### src/rtl/gray_step_monitor.sv
// Receiver stage for a 4-bit Gray-coded stream: decodes each accepted word to binary,
// classifies it as a legal single step from the previous word, and tracks lock and errors.
module gray_step_monitor #(
   parameter int ERR_CNT_W = 8,
   parameter int LOCK_CNT  = 2
) (
   input  logic                 clk,
   input  logic                 rst_n,
   input  logic                 in_valid,
   input  logic                 g3,
   input  logic                 g2,
   input  logic                 g1,
   input  logic                 g0,
   input  logic                 clr_err,
   output logic                 b3,
   output logic                 b2,
   output logic                 b1,
   output logic                 b0,
   output logic                 out_valid,
   output logic                 dir_up,
   output logic                 step_err,
   output logic                 locked,
   output logic [ERR_CNT_W-1:0] err_cnt
);

   typedef enum logic [1:0] {
      EMPTY  = 2'd0,
      HUNT   = 2'd1,
      LOCKED = 2'd2
   } state_t;

   localparam logic [3:0]           LOCK_TARGET = 4'(LOCK_CNT);
   localparam logic [ERR_CNT_W-1:0] ERR_MAX     = {ERR_CNT_W{1'b1}};

   state_t     state;
   logic [3:0] prev;
   logic [3:0] run;

   // Gray-to-binary decode kept as separate bits so each stage is a plain XOR of the one above.
   logic d3, d2, d1, d0;
   assign d3 = g3;
   assign d2 = d3 ^ g2;
   assign d1 = d2 ^ g1;
   assign d0 = d1 ^ g0;

   logic [3:0] word;
   logic       is_up;
   logic       is_down;
   logic       is_repeat;
   logic [3:0] run_inc;

   assign word      = {d3, d2, d1, d0};
   assign is_up     = (word == prev + 4'd1);
   assign is_down   = (word == prev - 4'd1);
   assign is_repeat = (word == prev);
   assign run_inc   = run + 4'd1;

   // NOTE: all state and outputs use non-blocking assignments so every register samples
   // the pre-edge values; blocking here would let later statements see half-updated state.
   always_ff @(posedge clk) begin
      if (!rst_n) begin
         state     <= EMPTY;
         prev      <= 4'd0;
         run       <= 4'd0;
         {b3, b2, b1, b0} <= 4'd0;
         out_valid <= 1'b0;
         dir_up    <= 1'b1;
         step_err  <= 1'b0;
         locked    <= 1'b0;
         err_cnt   <= '0;
      end else begin
         out_valid <= in_valid;
         step_err  <= 1'b0;
         if (clr_err) begin
            err_cnt <= '0;
         end

         if (in_valid) begin
            {b3, b2, b1, b0} <= word;
            prev             <= word;

            if (state == EMPTY) begin
               state <= HUNT;
               run   <= 4'd0;
            end else if (is_up || is_down) begin
               dir_up <= is_up;
               if (state == HUNT) begin
                  run <= run_inc;
                  if (run_inc == LOCK_TARGET) begin
                     state  <= LOCKED;
                     locked <= 1'b1;
                  end
               end
            end else if (!is_repeat) begin
               // Illegal step: resynchronise to the new word and start hunting again.
               step_err <= 1'b1;
               run      <= 4'd0;
               state    <= HUNT;
               locked   <= 1'b0;
               if (clr_err) begin
                  err_cnt <= ERR_CNT_W'(1);
               end else if (err_cnt != ERR_MAX) begin
                  err_cnt <= err_cnt + ERR_CNT_W'(1);
               end
            end
         end
      end
   end

endmodule

### config.mk
export PLATFORM = sky130hd
export DESIGN_NAME = gray_step_monitor
export DESIGN_NICKNAME = d
export VERILOG_FILES = /design/src/rtl/gray_step_monitor.sv
export SDC_FILE = /design/constraint.sdc
export NUM_CORES = 1
export LEC_CHECK = 0
export CAP_MARGIN = 30
export CORE_MARGIN = 3
export CORE_UTILIZATION = 52
export DETAILED_ROUTE_END_ITERATION = 7
export PLACE_DENSITY = 0.78
export SLEW_MARGIN = 20
export SYNTH_ARGS = -nofsm -noshare
export SYNTH_HDL_FRONTEND = slang
export SYNTH_SLANG_ARGS = --single-unit
### constraint.sdc
create_clock -name clk -period 3.1 [get_ports clk]
set_input_delay 0.775 -clock clk [delete_from_list [all_inputs] [get_ports clk]]
set_output_delay 0.775 -clock clk [all_outputs]
set_load 0.01 [all_outputs]
-- Yosys cells after proc, flatten, opt, wreduce, memory -nomap -nowiden
Index checks and enable logic that the tools add are counted.
- flip-flop bits (word level): 26
- input bits: 8
- output and inout port bits: 16
- word-level logic and storage cells: 62
- add/subtract/negate cells: 4
- equal/unequal tests: 12
- muxes and demuxes: 21
- bitwise operators: 6
- reductions and logical operators: 7
- operators with widths (cell ; count):
    $mux W8 ; 7
    $mux W4 ; 4
    $eq A4 B4 Y1 ; 3
    $mux W2 ; 5
    $add A4 B1 Y4 const B ; 2
    $add A8 B1 Y8 const B ; 1
    $ne A8 B8 Y1 const B ; 1
    $ne A2 B1 Y1 const B ; 3
    $ne A3 B2 Y1 const B ; 2
    $reduce_and A3 Y1 ; 2
    $mux W1 ; 5
    $reduce_and A5 Y1 ; 1
    $eq A4 B2 Y1 const B ; 1
    $reduce_and A4 Y1 ; 1
    $reduce_or A4 Y1 ; 1
    $sub A4 B1 Y4 const B ; 1
    $ne A3 B1 Y1 const B ; 1
    $not A1 Y1 ; 3
    $xor A1 B1 Y1 ; 3
    $eq A2 B1 Y1 const B ; 1
    $logic_not A2 Y1 ; 1
    $logic_or A1 B1 Y1 ; 1

-- Longest topological paths before layout
Gate-level depths: netlist of the first run.
- depth in word-level cells: 8
- gate-level depth with buffers: 10

-- Worst setup path before layout of the first run
Ideal clock, no wire load.
- path type: in2reg
- start: input g3
- end: register err_cnt[7]
- library setup time: 70 ps
- arrival: 2453 ps
- required time: 3030 ps
- slack: 576 ps
- stages on the path: 7
- path buffers: 1
- cell sequence: xnor2_2 -> mux2i_2 -> o221ai_2 -> buf_6 -> or4_1 -> or3_1 -> a21oi_1
- word-level cells in the longest chain between the ends: 8
- elaborated cells between the ends (all ways): 11
- ends and longest elaborated chain (element ; RTL line ; RTL):
    start: declaration ; 10 ; input logic g3,
    $xor A1 B1 Y1 ; 42 ; assign d2 = d3 ^ g2;
    $xor A1 B1 Y1 ; 43 ; assign d1 = d2 ^ g1;
    $xor A1 B1 Y1 ; 44 ; assign d0 = d1 ^ g0;
    $eq A4 B4 Y1 (on tied branches) ; 55, 53, 54 ;
    $mux W8 or $logic_or A1 B1 Y1 (tied branches) ; 94, 85 ;
    $mux W8 (*) ; 85 ; end else if (is_up || is_down) begin
    $mux W8 (*) ; 82 ; if (state == EMPTY) begin
    $mux W8 (*) ; 78 ; if (in_valid) begin
    end signal: assignment ; 103 ; err_cnt <= err_cnt + ERR_CNT_W'(1);
    end: declaration ; 23 ; output logic [ERR_CNT_W-1:0] err_cnt
Every way passes the cells marked *; elsewhere a longest branch is shown, timed or not.
A chain may end at the register's enable or synchronous reset.

-- Worst setup path after layout of the first run
- start: input g3
- end: register err_cnt[5]
The elaborated chain is that of the path after synthesis.

==> results of run 1 <==
sequential cells by signal (all words and copies together) (netlist names):
name / flops
dir_up: 1
err_cnt: 8
step_err: 1
run: 4
out_valid: 1
locked: 1
prev: 3
b3: 1
state: 2
worst max-delay path: stages:
cell and delay (ns):
clkdlybuf4s50_1 0.53, xnor2_2 0.27, buf_4 0.18, mux2i_1 0.27, o221ai_2 0.15, or4_1 0.45, or3_1 0.33, a21oi_1 0.15
layer usage:
layer / routed length (um) / vias to the layer above / share of wire [%]
li1: - / 651 / -
met1: 1500 / 635 / 47
met2: 1570 / 24 / 49
met3: 100 / 4 / 3.1
met4: 28 / 0 / 0.87
met5: 0 / - / 0
final cells by class:
| type | instances | area (um^2) | area share (%) |
|---|---|---|---|
| Multi-Input combinational cell | 123 | 913 | 51.2 |
| Clock buffer | 4 | 36.3 | 2.03 |
| Timing Repair Buffer | 36 | 328 | 18.4 |
| Tap cell | 30 | 37.5 | 2.10 |
| Sequential cell | 22 | 440 | 24.7 |
| Inverter | 8 | 30.0 | 1.68 |
power groups by stage:
stage / clock [mW] / combinational [mW] / sequential, mW
2_1_floorplan: 0 / 0.133 / 0.309
3_3_place_gp: 0 / 0.208 / 0.309
3_5_place_dp: 0 / 0.214 / 0.310
4_1_cts: 0.167 / 0.215 / 0.303
5_1_grt: 0.174 / 0.237 / 0.306
6_report: 0.161 / 0.219 / 0.303
cell families (layout without fill, tap and decap cells):
logic type,after synthesis,in the layout
xor gates and xnor gates,11,11
and+or+nand+nor,63,63
muxes,7,7
buffers and inverters,14,48
AOI/OAI and AO/OA,37,37
adders and majority gates,5,5
DFF,22,22
path summary, 6_finish.rpt:
check | start | endpoint | slack [ns] | cells after the start
worst max-delay path | g3 | err_cnt[5] | 0.25 | 8
worst min-delay path | locked | locked | 0.49 | 2
worst max register to register | prev[1] | err_cnt[5] | 0.88 | 8
worst min register to register | locked | locked | 0.49 | 2
layout by cell type (no fill, tap or decap), types with 2 or more instances in the layout:
cell and instances:
buf_4 13, nand2b_1 2, o21ai_1 3, a21oi_1 10
xor2_1 4, inv_1 7, o31ai_1 2, and2_1 3
o22ai_1 4, nor2_1 11, or4_1 3, dfxtp_1 22
nand2_1 11, xnor2_1 3, nor3_1 5, ha_1 5
o21ai_0 2, nand3_1 12, mux2i_1 5, nand4_1 3
a211oi_1 2, clkbuf_4 3, or3_1 2, nor2b_1 4
clkdlybuf4s50_1 23
==> flow_metrics.env, run 1 <==
export IMPL_final_cell_area_um2=1790
export IMPL_yosys_area_share_simple_pct=23.5
export IMPL_postRouteAntennaNets=0
export IMPL_required_ns=3.35
export IMPL_post_cts_buffers=0
export IMPL_synth_cell_type_count=53
export IMPL_synth_top_area_share_pct=31.0
export IMPL_worstPathMaxFanout=5
export IMPL_rows=18
export IMPL_ctsResizeCount=0
export IMPL_drive_above_1_share_pct=15.0
export IMPL_grt_pass1_wl_um=5510
export IMPL_synth_adder_area_share_pct=4.41
export IMPL_cts_root_buf="clkbuf_4"
export IMPL_period_minus_slack_ns=2.85
export IMPL_cts_buffer_depth=2
export IMPL_swShare_pct=30.5
export IMPL_clock_sinks=22
export IMPL_yosys_warnings=0
export IMPL_synth_top_family_by_area="simple AND/OR/NAND/NOR gates"
export IMPL_hpwl_um=2510
export IMPL_async_reset_ff_share_pct=0
export IMPL_seq_power_share_pct=44.4
export IMPL_gp_congestion=0.860
export IMPL_syn_cell_area_um2=1420
export IMPL_synth_nets=172
export IMPL_timing_final_crit_share_pct=91.9
export IMPL_synth_xor_area_share_pct=9.88
export IMPL_htree_levels=1
export IMPL_maxCapViolations=0
export IMPL_critical_path_class="in2reg"
export IMPL_p_clk_share_pct=23.5
export IMPL_power_density_nw_per_um2=383
export IMPL_hold_viol_final=0
export IMPL_fp_dieArea_um2=3390
export IMPL_placement_io_buffers=23
export IMPL_top_usage_layer="met2"
export IMPL_leakage_nw=0.675
export IMPL_synth_commonest_cells="dfxtp_1, nand3_1, nand2_1, nor2_1, a21oi_1"
export IMPL_globalRouteMet2Util_pct=37.3
export IMPL_cp_end_kind="flip-flop"
export IMPL_clk_pin_slew_ns=0.12
export IMPL_placed_cells=219
export IMPL_clock_skew_ns=0.00224
export IMPL_cts_tree="yes"
export IMPL_grt_util_met1_pct=25.3
export IMPL_placed_area_um2=1740
export IMPL_ios=24
export IMPL_drc=0
export IMPL_ys_ff_latch=22
export IMPL_via_count=1314
export IMPL_ys_seq_area_share_pct=31.0
export IMPL_post_route_util_pct=70.2
export IMPL_finalWirelength_um=3210
export IMPL_grt_usage_pct=21.0
export IMPL_comb_power_share_pct=32.1
export IMPL_numCtsBuffers=3
export IMPL_p_int_mw=0.475
export IMPL_outcome="complete, no violations"
export IMPL_fin_cells=223
export IMPL_hold_class="reg2reg"
export IMPL_antennaDiodeCount=0
export IMPL_finalPower_mw=0.683
export IMPL_fin_nets=207
export IMPL_syn_area_per_cell_um2=8.92
export IMPL_synth_compound_area_share_pct=20.8
export IMPL_hold_slack_ns=0.488
export IMPL_clk_latency_ns=0.31
export IMPL_yosysTopAreaCell="dfxtp_1"
export IMPL_vias_per_cell=5.89
export IMPL_p_sw_mw=0.208
export IMPL_setup_viol=0
export IMPL_dr_pass1_iters=4
export IMPL_peakVddDrop_mv=0.410
export IMPL_start_util_pct=55.8
export IMPL_ctsHoldBuffers=0
export IMPL_tightest_slew_ns=0.484
export IMPL_synth_edf_count=0
export IMPL_wl_per_cell_um=14.4
export IMPL_grtUsageMet3_pct=4.01
export IMPL_syn_to_final_growth_pct=25.8
export IMPL_fmax_mhz=351
export IMPL_antenna_found_initial=0
export IMPL_die_h_um=58.2
export IMPL_layout_setup_ws_ns=0.250
export IMPL_post_place_ws_ns=-0.180
export IMPL_core_area_um2=2540
export IMPL_die_w_um=58.2
export IMPL_grt_pass1_vias=1284
export IMPL_overflow=0
export IMPL_critPathArrivalTime_ns=3.10
export IMPL_rsz0062_at_grt="false"
export IMPL_syn_inst=159
export IMPL_fin_tns_setup_ns=0
export IMPL_fillers=214
export IMPL_slew_viol_final=0
export IMPL_synth_ff_type="dfxtp_1"
export IMPL_synth_area_top_cells="dfxtp_1, ha_1, nand3_1, a21oi_1, mux2i_1"
export IMPL_initialDrtViolationCount=58
export IMPL_slew_headroom_pct=67.6
export IMPL_yosysMostFrequentCell="dfxtp_1"
export IMPL_cp_start_kind="primary input"
export IMPL_grt_max_degree=13
export IMPL_synthMuxAreaShare_pct=5.29
No activity file was read; power rests on OpenSTA's default activity.
==> inputs of run 2 (changes only) <==
- CAP_MARGIN: 30 -> 25
- CORE_UTILIZATION: 52 -> 51
- GPL_ROUTABILITY_DRIVEN: unset -> 1
- PLACE_DENSITY: 0.78 -> 0.77
==> run 2 against run 1 <==
  * Maximum frequency about the same
  * Hold slack better by 0.0054 ns
  * Worst setup slack about the same
  * First-iteration DRC count decreased by 3.4%
  * Critical path type unchanged
  * Largest power group unchanged
  * Highest routed layer unchanged
==> flow_metrics.env, run 2 (synthesis gave the netlist of run 1 again) <==
export IMPL_outcome="complete, no violations"
export IMPL_antennaDiodeCount=0
export IMPL_post_cts_buffers=0
export IMPL_clock_sinks=22
export IMPL_clk_pin_slew_ns=0.13
export IMPL_maxCapViolations=0
export IMPL_grt_usage_pct=19.9
export IMPL_tightest_slew_ns=0.496
export IMPL_numCtsBuffers=3
export IMPL_largest_reg_flops=8
export IMPL_timing_final_crit_share_pct=92.0
export IMPL_top_regs="err_cnt: 8 flops, run: 4 flops, prev: 3 flops"
export IMPL_fin_tns_setup_ns=0
export IMPL_rows=18
export IMPL_gp_congestion=0.799
export IMPL_via_count=1322
export IMPL_final_common_cell="clkdlybuf4s50_1"
export IMPL_antenna_found_initial=0
export IMPL_cp_end_kind="flip-flop"
export IMPL_initialDrtViolationCount=56
export IMPL_hold_viol_final=0
export IMPL_cts_tree="yes"
export IMPL_min_delay_start="locked"
export IMPL_slew_viol_final=0
export IMPL_postRouteAntennaNets=0
export IMPL_placement_io_buffers=23
export IMPL_ios=24
export IMPL_rsz0062_at_grt="false"
export IMPL_die_h_um=58.7
export IMPL_post_route_util_pct=70.5
export IMPL_critical_path_class="in2reg"
export IMPL_worstPathMaxFanout=5
export IMPL_clk_latency_ns=0.31
export IMPL_core_area_um2=2570
export IMPL_cts_buffer_depth=2
export IMPL_grt_pass1_vias=1215
export IMPL_start_util_pct=55.3
export IMPL_drc=0
export IMPL_syn_to_final_growth_pct=27.5
export IMPL_leakage_nw=0.686
export IMPL_fillers=214
export IMPL_final_cell_mix="clkdlybuf4s50_1, dfxtp_1, buf_4, nand3_1"
export IMPL_hpwl_um=2430
export IMPL_vias_per_cell=5.90
export IMPL_fin_nets=208
export IMPL_critPathLaunch="g3"
export IMPL_ctsHoldBuffers=0
export IMPL_required_ns=3.35
export IMPL_max_flop_register="err_cnt"
export IMPL_htree_levels=1
export IMPL_fp_dieArea_um2=3450
export IMPL_slew_headroom_pct=66.9
export IMPL_grt_max_degree=14
export IMPL_wl_per_cell_um=14.1
export IMPL_r2r_start="prev[1]"
export IMPL_peakVddDrop_mv=0.323
export IMPL_dr_pass1_iters=4
export IMPL_clock_skew_ns=0.00544
export IMPL_hold_class="reg2reg"
export IMPL_critPathArrivalTime_ns=3.10
export IMPL_cp_start_kind="primary input"
export IMPL_die_w_um=58.7
export IMPL_finalWirelength_um=3160
export IMPL_period_minus_slack_ns=2.85
export IMPL_overflow=0
export IMPL_setup_viol=0
export IMPL_power_density_nw_per_um2=410
export IMPL_placed_cells=220
export IMPL_fmax_mhz=351
export IMPL_grt_pass1_wl_um=5380
export IMPL_cts_root_buf="clkbuf_4"
export IMPL_fin_cells=224
export IMPL_drive_above_1_share_pct=15.5
-- run 2: worst max-delay path, cell delays in order --
cell and delay, ns:
clkdlybuf4s50_1 0.53, xnor2_2 0.27, buf_4 0.17, mux2i_1 0.29
o221ai_2 0.17, or4_1 0.43, or3_1 0.32, a21oi_1 0.15
-- run 2: cell type report --
| class | count | area (um^2) | area share, % |
|---|---|---|---|
| Multi-Input combinational cell | 123 | 913 | 50.5 |
| Sequential cell | 22 | 440 | 24.3 |
| Timing Repair Buffer | 37 | 335 | 18.5 |
| Tap cell | 30 | 37.5 | 2.07 |
| Clock inverter | 1 | 30.0 | 1.66 |
| Inverter | 8 | 30.0 | 1.66 |
| Clock buffer | 3 | 22.5 | 1.24 |
-- run 2: through the flow --
| step | setup slack [ns] | total power, mW | hold slack (ns) | area [um^2] |
|---|---|---|---|---|
| final | 0.249 | 0.741 | 0.494 | 1810 |
| after global routing | 0.135 | 0.783 | 0.523 | 1810 |
| after CTS | 0.0795 | 0.746 | 0.494 | 1800 |
| after detailed placement | -0.247 | 0.524 | 0.469 | 1750 |
| after global placement | -0.124 | 0.517 | 0.466 | 1750 |
| after floorplan | 0.576 | 0.443 | 0.459 | 1420 |
-- run 2: per-layer routing --
metal / wire length [um] / GRT usage (%) / vias to the layer above / share of wire [%]
li1: - / - / 652 / -
met1: 1480 / 26.4 / 638 / 47
met3: 113 / 3.29 / 5 / 3.6
met2: 1530 / 33.6 / 27 / 49
met4: 30 / 4.85 / 0 / 0.95
met5: 0 / 0 / - / 0
-- run 2: power breakdown --
| part | total [mW] | internal [mW] | switching [mW] |
|---|---|---|---|
| logic | 0.218 | 0.111 | 0.106 |
| registers | 0.303 | 0.291 | 0.0120 |
| clock network | 0.220 | 0.131 | 0.0891 |
-- run 2: path summary, 6_finish.rpt --
kind / endpoint / slack, ns / depth (start not counted)
worst max-delay path: err_cnt[5] / 0.25 / 8
worst min-delay path: locked / 0.49 / 2
worst max register to register: err_cnt[4] / 0.91 / 7
worst min register to register: locked / 0.49 / 2
-- run 2: repair_timing --
item	4_1_cts	5_1_grt
gates resized for setup	0	1
endpoints found under the setup margin	0	4
hold endpoints to repair	0	0
==> inputs of run 3 (changes only) <==
- DONT_BUFFER_PORTS: unset -> 1
- PLACE_DENSITY: 0.77 -> 0.66
- SLEW_MARGIN: 20 -> unset
==> run 3 against run 2 <==
  * Core utilization shrank 14 points
  * Final cell count is 16% lower
  * Global-route usage is 1.5 points lower
  * Count of clock-buffer cells in the layout unchanged
  * Total power fell by 21%
  * Cell area shrank 19%
  * Register-to-register slack worse by 0.43 ns
  * Critical endpoint is now run[0]
==> flow_metrics.env, run 3 (synthesis gave the netlist of run 1 again) <==
export IMPL_outcome="complete, no violations"
export IMPL_clock_skew_ns=0.00447
export IMPL_r2r_start="prev[1]"
export IMPL_ctsResizeCount=0
export IMPL_htree_levels=1
export IMPL_core_area_um2=2570
export IMPL_fp_dieArea_um2=3450
export IMPL_antenna_found_initial=0
export IMPL_min_delay_start="run[3]"
export IMPL_slew_viol_final=0
export IMPL_required_ns=3.34
export IMPL_top_regs="err_cnt: 8 flops, run: 4 flops, prev: 3 flops"
export IMPL_min_delay_path_depth=2
export IMPL_cts_tree="yes"
export IMPL_hold_viol_final=0
export IMPL_clk_pin_slew_ns=0.11
export IMPL_wl_per_cell_um=15.7
export IMPL_largest_reg_flops=8
export IMPL_cp_end_kind="flip-flop"
export IMPL_period_minus_slack_ns=2.62
export IMPL_critPathMaxStageDelay_ns=0.82
export IMPL_max_flop_register="err_cnt"
export IMPL_fin_tns_setup_ns=0
export IMPL_vias_per_cell=6.14
export IMPL_start_util_pct=55.3
export IMPL_final_common_cell="dfxtp_1"
export IMPL_reg2reg_depth=6
export IMPL_gp_congestion=0.812
export IMPL_numCtsBuffers=3
export IMPL_drive_above_1_share_pct=10.7
export IMPL_post_place_ws_ns=0.293
export IMPL_hold_class="reg2reg"
export IMPL_path_cells="ha_1 -> xnor3_1 -> o31a_1 -> o2bb2ai_1 -> nand4_2 -> o22ai_1"
export IMPL_die_h_um=58.7
export IMPL_initialDrtViolationCount=74
export IMPL_die_w_um=58.7
export IMPL_setup_viol=0
export IMPL_cts_buffer_depth=2
export IMPL_grt_pass1_vias=1113
export IMPL_clock_sinks=22
export IMPL_post_cts_buffers=0
export IMPL_fillers=265
export IMPL_finalWirelength_um=2960
export IMPL_rsz0062_at_grt="false"
export IMPL_ctsHoldBuffers=0
export IMPL_r2r_end="run[0]"
export IMPL_worstPathMaxFanout=14
export IMPL_hpwl_um=2260
export IMPL_tightest_slew_ns=1.03
export IMPL_placement_io_buffers=0
export IMPL_holdPathEnd="run[3]"
export IMPL_antennaDiodeCount=0
export IMPL_overflow=0
export IMPL_layout_setup_ws_ns=0.480
export IMPL_maxCapViolations=0
export IMPL_peakVddDrop_mv=0.276
export IMPL_fin_nets=174
export IMPL_final_cell_mix="dfxtp_1, nand3_1, nor2_1, nand2_1, a21oi_1"
export IMPL_syn_to_final_growth_pct=2.91
export IMPL_power_density_nw_per_um2=399
export IMPL_cp_start_kind="flip-flop"
export IMPL_clk_latency_ns=0.30
export IMPL_leakage_nw=0.534
export IMPL_ios=24
export IMPL_postRouteAntennaNets=0
export IMPL_grt_max_degree=15
export IMPL_critPathArrivalTime_ns=2.86
export IMPL_rows=18
export IMPL_dr_pass1_iters=4
export IMPL_via_count=1161
export IMPL_fmax_mhz=382
export IMPL_drc=0
export IMPL_grt_pass1_wl_um=4910
export IMPL_timing_final_crit_share_pct=84.5
export IMPL_critPathSlowestCell="o2bb2ai_1"
export IMPL_critical_path_class="reg2reg"
export IMPL_regArea_um2=440
export IMPL_reg2reg_slack_ns=0.48
export IMPL_cts_root_buf="clkbuf_4"
export IMPL_slew_headroom_pct=31.6
export IMPL_grt_usage_pct=18.4
export IMPL_multiInputGateArea_um2=907
==> run 3: layout make-up <==
cell class	instances	share of cell area [%]
inverter	8	2.06
clock buffer	3	1.54
multi-input combinational	123	62.1
sequential	22	30.2
timing repair buffer	3	1.54
tap	30	2.57
==> run 3: layer usage <==
layer | up-vias | GRT usage (%) | share of wire, %
li1 | 584 | - | -
met1 | 542 | 22.4 | 44
met2 | 33 | 31.5 | 48
met3 | 2 | 5.48 | 7.9
met4 | 0 | 4.85 | 0.47
met5 | - | 0 | 0
==> run 3: worst max path at each step <==
stage	start	end	slack (ns)	cells after the start
final	prev[1]	run[0]	0.48	6
after global routing	prev[1]	run[3]	0.30	6
after CTS	prev[1]	run[0]	0.50	6
after detailed placement	g3	run[0]	0.29	5
after global placement	g3	run[3]	0.30	5
after floorplan	g3	err_cnt[7]	0.58	7
==> run 3: worst max-delay path: cells and delay by family, from the launching register on <==
kind | cells | cell delay, ns
AO/OA/AOI/OAI | 3 | 1.36
flip-flops | 1 | 0.49
AND/OR/NAND/NOR | 1 | 0.24
XOR/XNOR | 1 | 0.23
adder cells (fa/ha/maj) | 1 | 0.22
==> run 3: through the flow <==
| stage | instance area [um^2] | hold slack (ns) | cells | util, % | total power, mW |
|---|---|---|---|---|---|
| after floorplan | 1420 | 0.459 | 159 | - | 0.443 |
| after global placement | 1440 | 0.474 | 186 | 56.0 | 0.456 |
| after detailed placement | 1440 | 0.483 | 186 | 56.0 | 0.461 |
| after CTS | 1460 | 0.499 | 189 | 56.9 | 0.589 |
| after global routing | 1460 | 0.517 | 189 | 56.9 | 0.619 |
| final | 1460 | 0.495 | 189 | 56.9 | 0.582 |
==> run 3: power breakdown <==
| group | switching (mW) | total [mW] | internal [mW] |
|---|---|---|---|
| registers | 0.0145 | 0.306 | 0.291 |
| clock network | 0.0821 | 0.128 | 0.0454 |
| logic | 0.0840 | 0.149 | 0.0652 |
